**config.mk**
```make
export PLATFORM = sky130hd
export DESIGN_NAME = secded_mem_engine
export DESIGN_NICKNAME = d
export VERILOG_FILES = /design/src/rtl/secded_mem_engine.sv
export SDC_FILE = /design/constraint.sdc
export NUM_CORES = 1
export LEC_CHECK = 0
export ABC_AREA = 1
export CAP_MARGIN = 20
export CORE_ASPECT_RATIO = 0.6
export CORE_MARGIN = 2
export CORE_UTILIZATION = 40
export DETAILED_ROUTE_END_ITERATION = 16
export DONT_BUFFER_PORTS = 1
export MAX_ROUTING_LAYER = met4
export SLEW_MARGIN = 10
export SYNTH_ARGS = -nofsm -noshare
export SYNTH_HDL_FRONTEND = slang
export SYNTH_SLANG_ARGS = --single-unit
```
**constraint.sdc**
```tcl
create_clock -name clk -period 2.7 [get_ports clk]
set_input_delay 0.675 -clock clk [delete_from_list [all_inputs] [get_ports clk]]
set_output_delay 0.675 -clock clk [all_outputs]
set_load 0.02 [all_outputs]
```
**src/rtl/secded_mem_engine.sv**
```systemverilog
// SECDED Hamming(16,11) engine that walks the data memory: encodes 11-bit messages
// into 16-bit codewords, or decodes codewords with single-error correction and double-error flagging.
module secded_mem_engine #(
    parameter int unsigned WORDS    = 15,
    parameter int unsigned ADDR_W   = 8,
    parameter int unsigned SRC_BASE = 0,
    parameter int unsigned DST_BASE = 30,
    parameter int unsigned CNT_W    = $clog2(WORDS + 1)
) (
    input  logic              clk,
    input  logic              reset,
    input  logic              req,
    input  logic              mode,
    output logic              ack,
    output logic [ADDR_W-1:0] mem_addr,
    input  logic [7:0]        mem_rd_data,
    output logic              mem_wr_en,
    output logic [7:0]        mem_wr_data,
    output logic [CNT_W-1:0]  single_cnt,
    output logic [CNT_W-1:0]  double_cnt
);

    typedef enum logic [2:0] {IDLE, RD_LO, RD_HI, CAP, WR_LO, WR_HI, DONE} state_t;

    state_t            state;
    logic              mode_q;
    logic [ADDR_W-2:0] idx;
    logic [7:0]        lo_q;
    logic [7:0]        res_hi_q;

    logic [ADDR_W-1:0] off, off_next, src_addr, dst_addr, src_next;
    logic [15:0]       cw, enc_cw, fixed, res;
    logic [10:0]       dout;
    logic [3:0]        syn;
    logic              par, is_single, is_double, last;

    assign off      = {idx, 1'b0};
    assign off_next = off + ADDR_W'(2);
    assign src_addr = ADDR_W'(SRC_BASE) + off;
    assign dst_addr = ADDR_W'(DST_BASE) + off;
    assign src_next = ADDR_W'(SRC_BASE) + off_next;
    assign last     = (idx == (ADDR_W-1)'(WORDS - 1));

    // Result is formed during CAP straight from the high byte on the read bus, so it
    // can be registered at the CAP->WR_LO edge and both write bytes come from flops.
    always_comb begin
        cw = '0;
        if (mode_q) begin
            cw = {mem_rd_data, lo_q};
        end else begin
            cw[15:9] = {mem_rd_data[2:0], lo_q[7:4]};
            cw[7:5]  = lo_q[3:1];
            cw[3]    = lo_q[0];
        end
        syn = '0;
        for (int unsigned k = 1; k < 16; k++) begin
            if (cw[k]) syn = syn ^ 4'(k);
        end
        par = ^cw;

        enc_cw    = cw;
        enc_cw[1] = syn[0];
        enc_cw[2] = syn[1];
        enc_cw[4] = syn[2];
        enc_cw[8] = syn[3];
        enc_cw[0] = ^enc_cw[15:1];

        fixed = cw;
        if (syn != '0 && par) fixed[syn] = ~fixed[syn];
        is_single = par;
        is_double = (syn != '0) && !par;
        dout      = {fixed[15:9], fixed[7:5], fixed[3]};

        res = mode_q ? {is_double, 4'b0, dout[10:8], dout[7:0]} : enc_cw;
    end

    always_ff @(posedge clk or posedge reset) begin
        if (reset) begin
            state       <= IDLE;
            ack         <= 1'b0;
            mem_wr_en   <= 1'b0;
            mem_addr    <= '0;
            mem_wr_data <= '0;
            single_cnt  <= '0;
            double_cnt  <= '0;
            idx         <= '0;
            mode_q      <= 1'b0;
            lo_q        <= '0;
            res_hi_q    <= '0;
        end else begin
            mem_wr_en <= 1'b0;
            case (state)
                IDLE, DONE: begin
                    if (req) begin
                        mode_q     <= mode;
                        single_cnt <= '0;
                        double_cnt <= '0;
                        idx        <= '0;
                        ack        <= 1'b0;
                        mem_addr   <= ADDR_W'(SRC_BASE);
                        state      <= RD_LO;
                    end
                end
                RD_LO: begin
                    mem_addr <= src_addr + ADDR_W'(1);
                    state    <= RD_HI;
                end
                RD_HI: begin
                    lo_q  <= mem_rd_data;
                    state <= CAP;
                end
                CAP: begin
                    mem_wr_en   <= 1'b1;
                    mem_addr    <= dst_addr;
                    mem_wr_data <= res[7:0];
                    res_hi_q    <= res[15:8];
                    if (mode_q && is_single && single_cnt != '1) single_cnt <= single_cnt + 1'b1;
                    if (mode_q && is_double && double_cnt != '1) double_cnt <= double_cnt + 1'b1;
                    state <= WR_LO;
                end
                WR_LO: begin
                    mem_wr_en   <= 1'b1;
                    mem_addr    <= dst_addr + ADDR_W'(1);
                    mem_wr_data <= res_hi_q;
                    state       <= WR_HI;
                end
                WR_HI: begin
                    if (last) begin
                        ack   <= 1'b1;
                        state <= DONE;
                    end else begin
                        idx      <= idx + 1'b1;
                        mem_addr <= src_next;
                        state    <= RD_LO;
                    end
                end
                default: state <= IDLE;
            endcase
        end
    end

endmodule

```
Word level (Yosys, flattened, before mapping)
Index checks and enable logic that the tools add are counted.

Memory bits (read-only): 0. RAM bits: 0. Bits in latches: 0. Register bits: 53. Memories: 0.

Shift operators: 0. $add $sub $neg: 7. Reduce and logical (&&, ||, !) cells: 24. $lt $le $gt $ge: 2. Div/mod/pow operators: 0. Multiply operators: 0. Mux-type cells: 47. Bitwise gates (word level): 15. Equal/unequal tests: 14.

Operator list (number): $mux W4 (11); $pmux W8 S5 (1); $mux W16 (2); $mux W3 (8); $mux W7 (3); $pmux W3 S6 (1); $add A8 B1 Y8 const B (2); $bwmux W16 (1); $mux W8 (2); $pmux W4 S2 (2); $pmux W8 S2 (1); $reduce_xor A16 Y1 (1); $reduce_and A3 Y1 (5); $reduce_xor A15 Y1 (1); $pmux W7 S2 (1); $not A2 Y2 (6); $not A3 Y3 (4); $ne A2 B2 Y1 const B (5); $eq A3 B3 Y1 const B (3); $mux W1 (9); $add A4 B1 Y4 const B (2); $add A5 B8 Y8 const A (1); $add A8 B2 Y8 const B (1); $ne A4 B4 Y1 const B (2); other kinds (21) (34).

Longest topological paths before layout
Gate-level depths: netlist (run 1).

Depth in word-level cells: 35. Mapped depth: 23. Mapped depth without buffers: 22.

Worst setup path before layout (run 1)
OpenSTA, ideal clock, no wires.

Kind: input port to flip-flop. From: in mem_rd_data[7]. To: reg double_cnt[3]. Data arrival time: 2289 ps. Required time: 2581 ps. Setup time: 119 ps. Cell stages on the path: 17. Slack: 293 ps. Path through: inv_1 -> o21ai_4 -> nor2_4 -> nor2_2 -> nand2_1 -> nand2_2 -> nand2_2 -> nand2_4 -> inv_2 -> nand2_1 -> nand2_2 -> inv_2 -> nand3_2 -> or2_4 -> nor2_2 -> a21oi_1 -> o21a_1.

Longest elaborated chain between the ends: 8. Elaborated cells between the ends (all ways): 10. Those cells by class: 1 x eq/ne; 2 x mux; 7 x reduce/logical.

Ends and longest elaborated chain: start: declaration (RTL line 16) `input logic [7:0] mem_rd_data,`; $mux W7 (*) (RTL line 48) `if (mode_q) begin`; $reduce_xor A16 Y1 or $mux W4 (tied branches) (RTL line 59, 57); $logic_not A1 Y1 or $reduce_bool A4 Y1 (tied branches) (RTL line 71) `is_double = (syn != '0) && !par;`; $logic_and A1 B1 Y1 (*) (RTL line 71); $logic_and A1 B1 Y1 (*) (2 in series) (RTL line 118) `if (mode_q && is_double && double_cnt != '1) double_cnt <= double_cnt + 1'b1;`; $ne A2 B2 Y1 (no line) (*); $reduce_and A3 Y1 (no line) (*); end signal: assignment (RTL line 118); end: declaration (RTL line 20) `output logic [CNT_W-1:0] double_cnt`.

Every way passes the cells marked *; elsewhere a longest branch is shown, timed or not. A chain may end at the register's enable or synchronous reset.

Worst setup path in the final report (run 1)
From: reg mode_q. To: reg double_cnt[0].

Longest elaborated chain between the ends: 29. Elaborated cells between the ends (all ways): 40. Those cells by class: 1 x eq/ne; 21 x mux; 11 x bitwise; 7 x reduce/logical.

Ends and longest elaborated chain: start: declaration (RTL line 26) `logic mode_q;`; start signal: assignment (RTL line 95) `mode_q <= mode;`; $mux W3 (RTL line 48); $mux W1 (RTL line 57) `if (cw[k]) syn = syn ^ 4'(k);`; $mux W2 (RTL line 57); $not A2 Y2 (no line); $mux W2 (RTL line 57); $mux W3 (RTL line 57); $not A2 Y2 (no line); $mux W3 (2 in series) (RTL line 57); (+10 left out); $mux W4 (2 in series) (RTL line 57); $not A4 Y4 (no line); $mux W4 (RTL line 57); $reduce_bool A4 Y1 (RTL line 71); $logic_and A1 B1 Y1 (RTL line 71); $logic_and A1 B1 Y1 (*) (2 in series) (RTL line 118); $ne A2 B2 Y1 (no line) (*); $reduce_and A3 Y1 (no line) (*).

Marks and branches as above.

==> results of run 1 <==
## registers in the layout (all words and copies together) (netlist names), 3 cells and up
signal	flops
state	3
mem_addr	8
lo_q	8
double_cnt	4
idx	7
single_cnt	4
res_hi_q	8
mem_wr_data	8
## layout make-up
| class | count | share of cell area (%) |
|---|---|---|
| Multi-Input combinational cell | 465 | 51.5 |
| Clock inverter | 3 | 0.369 |
| Tap cell | 135 | 3.55 |
| Inverter | 93 | 7.50 |
| Timing Repair Buffer | 39 | 6.50 |
| Clock buffer | 5 | 2.63 |
| Sequential cell | 53 | 27.9 |
## per-layer routing
layer,part of all wire [%],global-route usage (%)
met5,0,-
met1,51,36.2
met3,10,6.60
met2,38,29.3
met4,0.78,3.30
## worst max-delay path, delay by kind of cell (launching register included)
family                 cells  cell delay (ns)
AO/OA/AOI/OAI              3             0.40
buffers and inverters      4             0.45
flip-flops                 1             0.43
AND/OR/NAND/NOR           11             1.19
## repair_timing
action / CTS / global route
endpoints found under the setup margin: 2 / 19
pin swaps: 0 / 7
cloned: 0 / 0
buffers inserted: 0 / 4
resized for setup: 2 / 50
## Yosys cell counts
library cell / instances
nor2_4: 4
a211o_1: 1
nand4_1: 1
clkbuf_1: 7
nand2_1: 202
ha_1: 5
nand3_2: 3
nand3b_1: 4
o2111ai_1: 2
or2_2: 1
nand2_4: 2
nor2_2: 9
nor3_1: 4
nor4_1: 1
o21ai_2: 7
xnor2_1: 5
buf_4: 1
nand2_2: 17
nand3_4: 1
buf_6: 3
o21ai_4: 1
or2_4: 1
xor2_1: 7
a22o_1: 1
inv_1: 73
o21a_1: 2
nand3_1: 57
and3_1: 1
o211ai_1: 1
dfrtp_1: 53
nor2_1: 47
buf_1: 1
a21oi_1: 35
inv_2: 18
o21ai_1: 7
o21ai_0: 35
clkinv_1: 2
a31oi_1: 1
## path summary, 6_finish.rpt
| check | from | to | slack [ns] | cells after the start |
|---|---|---|---|---|
| setup / recovery | mode_q$_DFFE_PP0P_ | double_cnt[0]$_DFFE_PP0P_ | 0.11 | 18 |
| hold / removal | reset | single_cnt[3]$_DFFE_PP0P_ | 0.27 | 1 |
| setup reg to reg | mode_q$_DFFE_PP0P_ | double_cnt[0]$_DFFE_PP0P_ | 0.11 | 18 |
| hold reg to reg | state[0]$_DFFE_PP0P_ | state[0]$_DFFE_PP0P_ | 0.47 | 1 |
| max in group asynchronous | reset | res_hi_q[4]$_DFFE_PP0P_ | 1.80 | 2 |
| min in group clk | state[0]$_DFFE_PP0P_ | state[0]$_DFFE_PP0P_ | 0.47 | 1 |
## cells by family after synthesis
| group | synth area share [%] |
|---|---|
| AO/OA/AOI/OAI | 13.1 |
| flip-flops | 33.0 |
| adder cells (fa/ha/maj) | 1.56 |
| AND/OR/NAND/NOR | 39.3 |
| XOR/XNOR | 2.61 |
| buffers and inverters | 10.5 |
## through the flow
stage,setup WS (ns),instances
2_1_floorplan,0.293,623
3_3_place_gp,-0.0758,781
3_5_place_dp,-0.0660,781
4_1_cts,0.0234,789
5_1_grt,-0.112,793
6_report,0.112,793
==> run summary, run 1 <==
Util after Layout: 48.5%
cell area after synthesis: 4020 µm²
Hold WC Path Type: in2async
DR DRC count: 0
# hold bufs at CTS: 0
hold_ws: 0.265 ns
share of cells above drive strength 1: 21.1%
Vias/cell: 5.09
design area: 4750 µm²
Critical Path AT: 2.78 ns
YS warnings: 0
area of the multi-input gates: 2450 µm²
critical path class: reg2reg
clk_lat worst skew: 0.30 ns
largest cells by area after synthesis: dfrtp_1, nand2_1, nand3_1
Detailed Routing Iterations Pass 1: 5
Initial Utilization: 41.0%
Final ANT Viol Nets: 0
status: completed
Peak Freq: 386 MHz
via count: 4036
IO buf count: 0
Final Skew: 0.00492 ns
Max Buffers Root-to-Sink: 2
chip height: 81.7 µm
Max Cap Violations: 0
Tcrit/Tclk final: 95.9%
first-pass GRT wire length: 18800 µm
fillers: 1048
cells after synthesis: 623
all-layer global routing usage: 23.3%
n_diodes: 0
final hold vios: 0
FP Rows: 28
Slew Limit Fails: 0
syn nets: 640
pin count of the biggest net entering global routing: 23
Slew headroom: 58.6%
sequential element share of the synthesized area: 33.0%
Die Width: 133 µm
Final GP Congestion: 0.937
IO Count: 38
Layout Nets: 674
CP max stage delay: 0.43 ns
required time worst endpoint: 2.89 ns
Crit path top cell by count: nand2_2
post-DP HPWL: 9670 µm
Synth-to-Final Area Change: 18.2%
Die ar.: 10900 µm²
setup TNS: 0 ns
largest fanout on the critical path: 13
worst-path cell chain: clkinv_4, buf_4, o21ai_4, nor2_4, nor2_2, nand2_1, nand2_2, nand2_2, nand2_4, inv_2, nand2_1, nand2_2, inv_4, nand3_4, or2_4, nand2_2, o21ai_1, o21a_1
clk sinks: 53
gr ovfl total: 0
vias in the first global route: 3602
Reg area: 1330 µm²
htree depth: 2
CP endpoint kind: flip-flop
core area: 9810 µm²
mean post-synth cell area: 6.46 µm²
Iteration-0 DRC Markers: 341
commonest non-fill, non-tap cell in the layout: nand2_1
CTS tree: built
final number of setup-violating endpoints: 0
area post-placement: 4380 µm²
Critical Path Source Type: flip-flop
Yosys cell types: 38
commonest non-fill, non-tap cells in the layout: nand2_1, inv_1, nand3_1, dfrtp_1, nor2_1
slowest CP cell: dfrtp_2
cell taking the most area after synthesis: dfrtp_1
worst slew pin tran: 0.619 ns
WL final: 11900 µm
post-route minimum period: 2.59 ns
RSZ-0062 raised after global routing: yes
antenna violations before repair: 0
Seq cells post-synth: 53
routed length per placed instance: 15.1 µm
CTS root buf: clkbuf_16
clock slew seen by the registers of the worst setup and hold paths: 0.07 ns
CTS buffer count: 5
Yosys top cell area share: 33.0%
Power of run 1 is not shown: default switching activity piles up to over one toggle a cycle in this logic, so the estimate is an artifact.
==> inputs of run 2 (changes only) <==
Clock period 2.7 ns to 3 ns, I/O delays scaled along.
==> run summary, run 2 (same netlist as run 1, synthesis figures left out) <==
status: completed
DR DRC count: 0
Detailed Routing Iterations Pass 1: 5
Vias/cell: 5.06
worst-path cell chain: buf_6, nor2_1, nor2_2, nand2_1, nand2_1, nand2_1, nand2_1, nand2_1, nand3_2, nand2_4, nor2_2, nand2_2, buf_4, nand3_2, or2_4, nor2_2, a21oi_1, o21a_1
Final Skew: 0.00395 ns
antenna violations before repair: 0
Slew headroom: 61.9%
pre-CTS setup slack: -0.000126 ns
largest fanout on the critical path: 19
Layout Nets: 656
final number of setup-violating endpoints: 0
Synth-to-Final Area Change: 10.8%
vias in the first global route: 3583
post-DP HPWL: 9690 µm
all-layer global routing usage: 23.4%
CP endpoint kind: flip-flop
Util after Layout: 45.4%
Die Width: 133 µm
share of cells above drive strength 1: 15.2%
via count: 3923
reg2reg end: double_cnt[3]$_DFFE_PP0P_
setup slack, reg-to-reg: 0.22 ns
Critical Path AT: 2.97 ns
first-pass GRT wire length: 19100 µm
CP max stage delay: 0.43 ns
Final ANT Viol Nets: 0
Final GP Congestion: 0.917
CP endpoint: double_cnt[3]$_DFFE_PP0P_
Critical Path Source Type: flip-flop
post-route minimum period: 2.78 ns
slowest CP cell: dfrtp_1
Max Cap Violations: 0
Max Buffers Root-to-Sink: 2
Tcrit/Tclk final: 92.7%
Initial Utilization: 41.0%
Slew Limit Fails: 0
n_diodes: 0
clk_lat worst skew: 0.29 ns
gr ovfl total: 0
CTS tree: built
Iteration-0 DRC Markers: 290
IO Count: 38
Crit path top cell by count: nand2_1
R2R depth: 18
Final Non-Filler Cells: 775
critical path class: reg2reg
pin count of the biggest net entering global routing: 26
chip height: 81.7 µm
reg-to-reg critical path startpoint: mode_q$_DFFE_PP0P_
required time worst endpoint: 3.19 ns
clock slew seen by the registers of the worst setup and hold paths: 0.07 ns
IO buf count: 0
CTS root buf: clkbuf_16
RSZ-0062 raised after global routing: no
Die ar.: 10900 µm²
core area: 9810 µm²
final setup margin: 0.219 ns
final hold vios: 0
routed length per placed instance: 15.2 µm
commonest non-fill, non-tap cells in the layout: nand2_1, inv_1, nand3_1, dfrtp_1, nor2_1
fillers: 1039
FP Rows: 28
commonest non-fill, non-tap cell in the layout: nand2_1
# hold bufs at CTS: 0
worst slew pin tran: 0.570 ns
WL final: 11800 µm
CP startpoint: mode_q$_DFFE_PP0P_
Peak Freq: 360 MHz
htree depth: 2
clk sinks: 53
placed cells: 767
CTS buffer count: 5
Hold WC Path Type: in2async
run 2: routing by layer:
layer	track usage (%)	routed length (µm)	share of wire [%]
met4	2.55	41	0.35
met1	36.9	6450	55
met3	6.11	1080	9.2
met5	-	0	0
met2	29.6	4190	36
run 2: how the worst min path moves through the flow:
stage | depth (start not counted) | from | to | slack, ns
6_report | 1 | reset | single_cnt[2]$_DFFE_PP0P_ | 0.28
4_1_cts | 1 | reset | single_cnt[0]$_DFFE_PP0P_ | 0.29
3_5_place_dp | 1 | state[0]$_DFFE_PP0P_ | state[0]$_DFFE_PP0P_ | 0.48
3_3_place_gp | 1 | state[0]$_DFFE_PP0P_ | state[0]$_DFFE_PP0P_ | 0.48
2_1_floorplan | 1 | state[0]$_DFFE_PP0P_ | state[0]$_DFFE_PP0P_ | 0.45
5_1_grt | 1 | reset | single_cnt[2]$_DFFE_PP0P_ | 0.29
run 2: worst max-delay path, delay by kind of cell, from the launching register on:
kind,cells,cell delay (ns)
DFF,1,0.43
AOI/OAI and AO/OA,2,0.18
buffers and inverters,2,0.31
and+or+nand+nor,14,1.74
run 2: cell type report:
type / instances / area, µm² / share of cell area [%]
Clock buffer: 7 / 133 / 2.98
Clock inverter: 1 / 7.51 / 0.168
Inverter: 93 / 352 / 7.89
Multi-Input combinational cell: 465 / 2310 / 51.8
Sequential cell: 53 / 1330 / 29.8
Tap cell: 135 / 169 / 3.79
Timing Repair Buffer: 21 / 161 / 3.62
run 2: repair_timing:
item	CTS	global route
buffers inserted	0	0
setup endpoints to repair	0	15
resized for setup	0	11
run 2: through the flow:
step	setup TNS [ns]	hold WS, ns	area (µm²)
after floorplan	0	0.445	4020
after global placement	-0.0307	0.478	4280
after detailed placement	-0.000126	0.477	4280
after CTS	0	0.291	4420
after global routing	0	0.287	4460
final	0	0.282	4460
Power of run 2 is left out for the same reason.
==> inputs of run 3 (changes only) <==
Settings changed: GPL_TIMING_DRIVEN set to 0.
==> run summary, run 3 (same netlist as run 1, synthesis figures left out) <==
status: completed
WL final: 11800 µm
Initial Utilization: 41.0%
gr ovfl total: 0
instance count on the critical path: 21
chip height: 81.7 µm
fillers: 1009
clk sinks: 53
CTS buffer count: 5
DR DRC count: 0
clock slew seen by the registers of the worst setup and hold paths: 0.07 ns
Synth-to-Final Area Change: 10.0%
via count: 3998
largest fanout on the critical path: 10
Iteration-0 DRC Markers: 358
CP startpoint: mode_q$_DFFE_PP0P_
pin count of the biggest net entering global routing: 34
Detailed Routing Iterations Pass 1: 5
commonest non-fill, non-tap cells in the layout: nand2_1, inv_1, nand3_1, dfrtp_1, nor2_1
pre-CTS setup slack: 0.0210 ns
post-DP HPWL: 9600 µm
setup TNS: 0 ns
setup slack, reg-to-reg: 0.18 ns
Final Non-Filler Cells: 767
CTS tree: built
Max Cap Violations: 0
commonest non-fill, non-tap cell in the layout: nand2_1
final number of setup-violating endpoints: 0
Max Buffers Root-to-Sink: 2
hold_ws: 0.352 ns
IO buf count: 0
critical path class: reg2reg
CP endpoint kind: flip-flop
htree depth: 2
post-route minimum period: 2.82 ns
worst slew pin tran: 0.623 ns
Critical Path AT: 3.00 ns
Slew Limit Fails: 0
CTS root buf: clkbuf_16
final setup margin: 0.183 ns
vias in the first global route: 3542
CP top delay family: simple AND/OR/NAND/NOR gates
Die Width: 133 µm
n_diodes: 0
placed cells: 759
worst path bufs/invs: 3
slowest CP cell: dfrtp_2
RSZ-0062 raised after global routing: no
Slew headroom: 58.5%
Layout Nets: 648
Vias/cell: 5.21
worst-path cell chain: buf_6, nand2_2, inv_1, nor2_2, nand2_1, nand2_1, nand2_1, nand3_1, nand3_1, nand2_4, nor2_2, nand2_2, nand2_4, nor2_4, nand2_1, clkinv_1, nand3_1, nand2_1, nand2_1, nand2_1, nand2_1
Die ar.: 10900 µm²
Final GP Congestion: 0.934
Tcrit/Tclk final: 93.9%
FP Rows: 28
CP endpoint: mem_wr_data[6]$_DFFE_PP0P_
Final ANT Viol Nets: 0
share of cells above drive strength 1: 13.1%
core area: 9810 µm²
R2R depth: 21
Hold WC Path Type: in2async
# hold bufs at CTS: 0
reg2reg end: mem_wr_data[6]$_DFFE_PP0P_
required time worst endpoint: 3.18 ns
Crit path top cell by count: nand2_1
Peak Freq: 355 MHz
reg-to-reg critical path startpoint: mode_q$_DFFE_PP0P_
antenna violations before repair: 0
final hold vios: 0
clk_lat worst skew: 0.29 ns
Final Skew: 0.00500 ns
routed length per placed instance: 15.3 µm
Critical Path Source Type: flip-flop
IO Count: 38
first-pass GRT wire length: 18600 µm
CP max stage delay: 0.44 ns
all-layer global routing usage: 23.0%
[run 3: changes by cell type in the layout (fill, tap and decap cells not counted), moves of 2 or more]
cell | before | now
buf_4 | 20 | 1
clkbuf_1 | 2 | 7
buf_6 | 1 | 3
bufinv_16 | 0 | 2
nand2_1 | 201 | 199
nand2_2 | 16 | 18
[run 3: area by class of cell]
cell class	instances	area, µm²	share of cell area, %
tap	135	169	3.82
buffer	12	71.3	1.61
sequential	53	1330	30.0
multi-input combinational	465	2300	51.9
timing repair buffer	1	20.0	0.452
inverter	93	352	7.94
clock buffer	5	125	2.83
clock inverter	3	65.1	1.47
[run 3: through the flow]
| step | cell area [µm²] | util, % |
|---|---|---|
| floorplan | 4020 | - |
| global placement | 4190 | 42.7 |
| detailed placement | 4210 | 42.9 |
| CTS | 4400 | 44.9 |
| global route | 4430 | 45.1 |
| finish | 4430 | 45.1 |
[run 3: worst reg2reg max path, stage by stage, from the launching register on]
cell      delay, ns
dfrtp_2        0.44
buf_6          0.16
nand2_2        0.13
inv_1          0.06
nor2_2         0.19
nand2_1        0.10
nand2_1        0.10
nand2_1        0.08
nand3_1        0.11
nand3_1        0.20
nand2_4        0.19
nor2_2         0.07
nand2_2        0.12
nand2_4        0.08
nor2_4         0.14
nand2_1        0.09
clkinv_1       0.06
nand3_1        0.07
nand2_1        0.07
nand2_1        0.05
nand2_1        0.13
nand2_1        0.06
[run 3: how the worst min path moves through the flow]
stage | start | slack, ns | cells after the start | to
finish | reset | 0.35 | 1 | single_cnt[3]$_DFFE_PP0P_
detailed placement | state[0]$_DFFE_PP0P_ | 0.49 | 1 | state[0]$_DFFE_PP0P_
floorplan | state[0]$_DFFE_PP0P_ | 0.45 | 1 | state[0]$_DFFE_PP0P_
global placement | state[0]$_DFFE_PP0P_ | 0.48 | 1 | state[0]$_DFFE_PP0P_
CTS | reset | 0.38 | 1 | single_cnt[3]$_DFFE_PP0P_
global route | reset | 0.39 | 1 | single_cnt[3]$_DFFE_PP0P_
[run 3: timing repair]
item / CTS / global route
hold endpoints to repair: 0 / 0
setup buffers: 0 / 0
setup endpoints to repair: 0 / 10
resized for setup: 0 / 8
[run 3: per-layer routing]
layer  wire length [µm]  vias up  global-route usage (%)  share of wire (%)
met5                  0        -                       -                  0
met4                 16        0                    3.30               0.14
met3               1540        2                    7.72                 13
met2               4150      176                    28.4                 35
met1               6050     1831                    35.6                 51
li1                   -     1989                       -                  -
Power of run 3 is left out for the same reason.
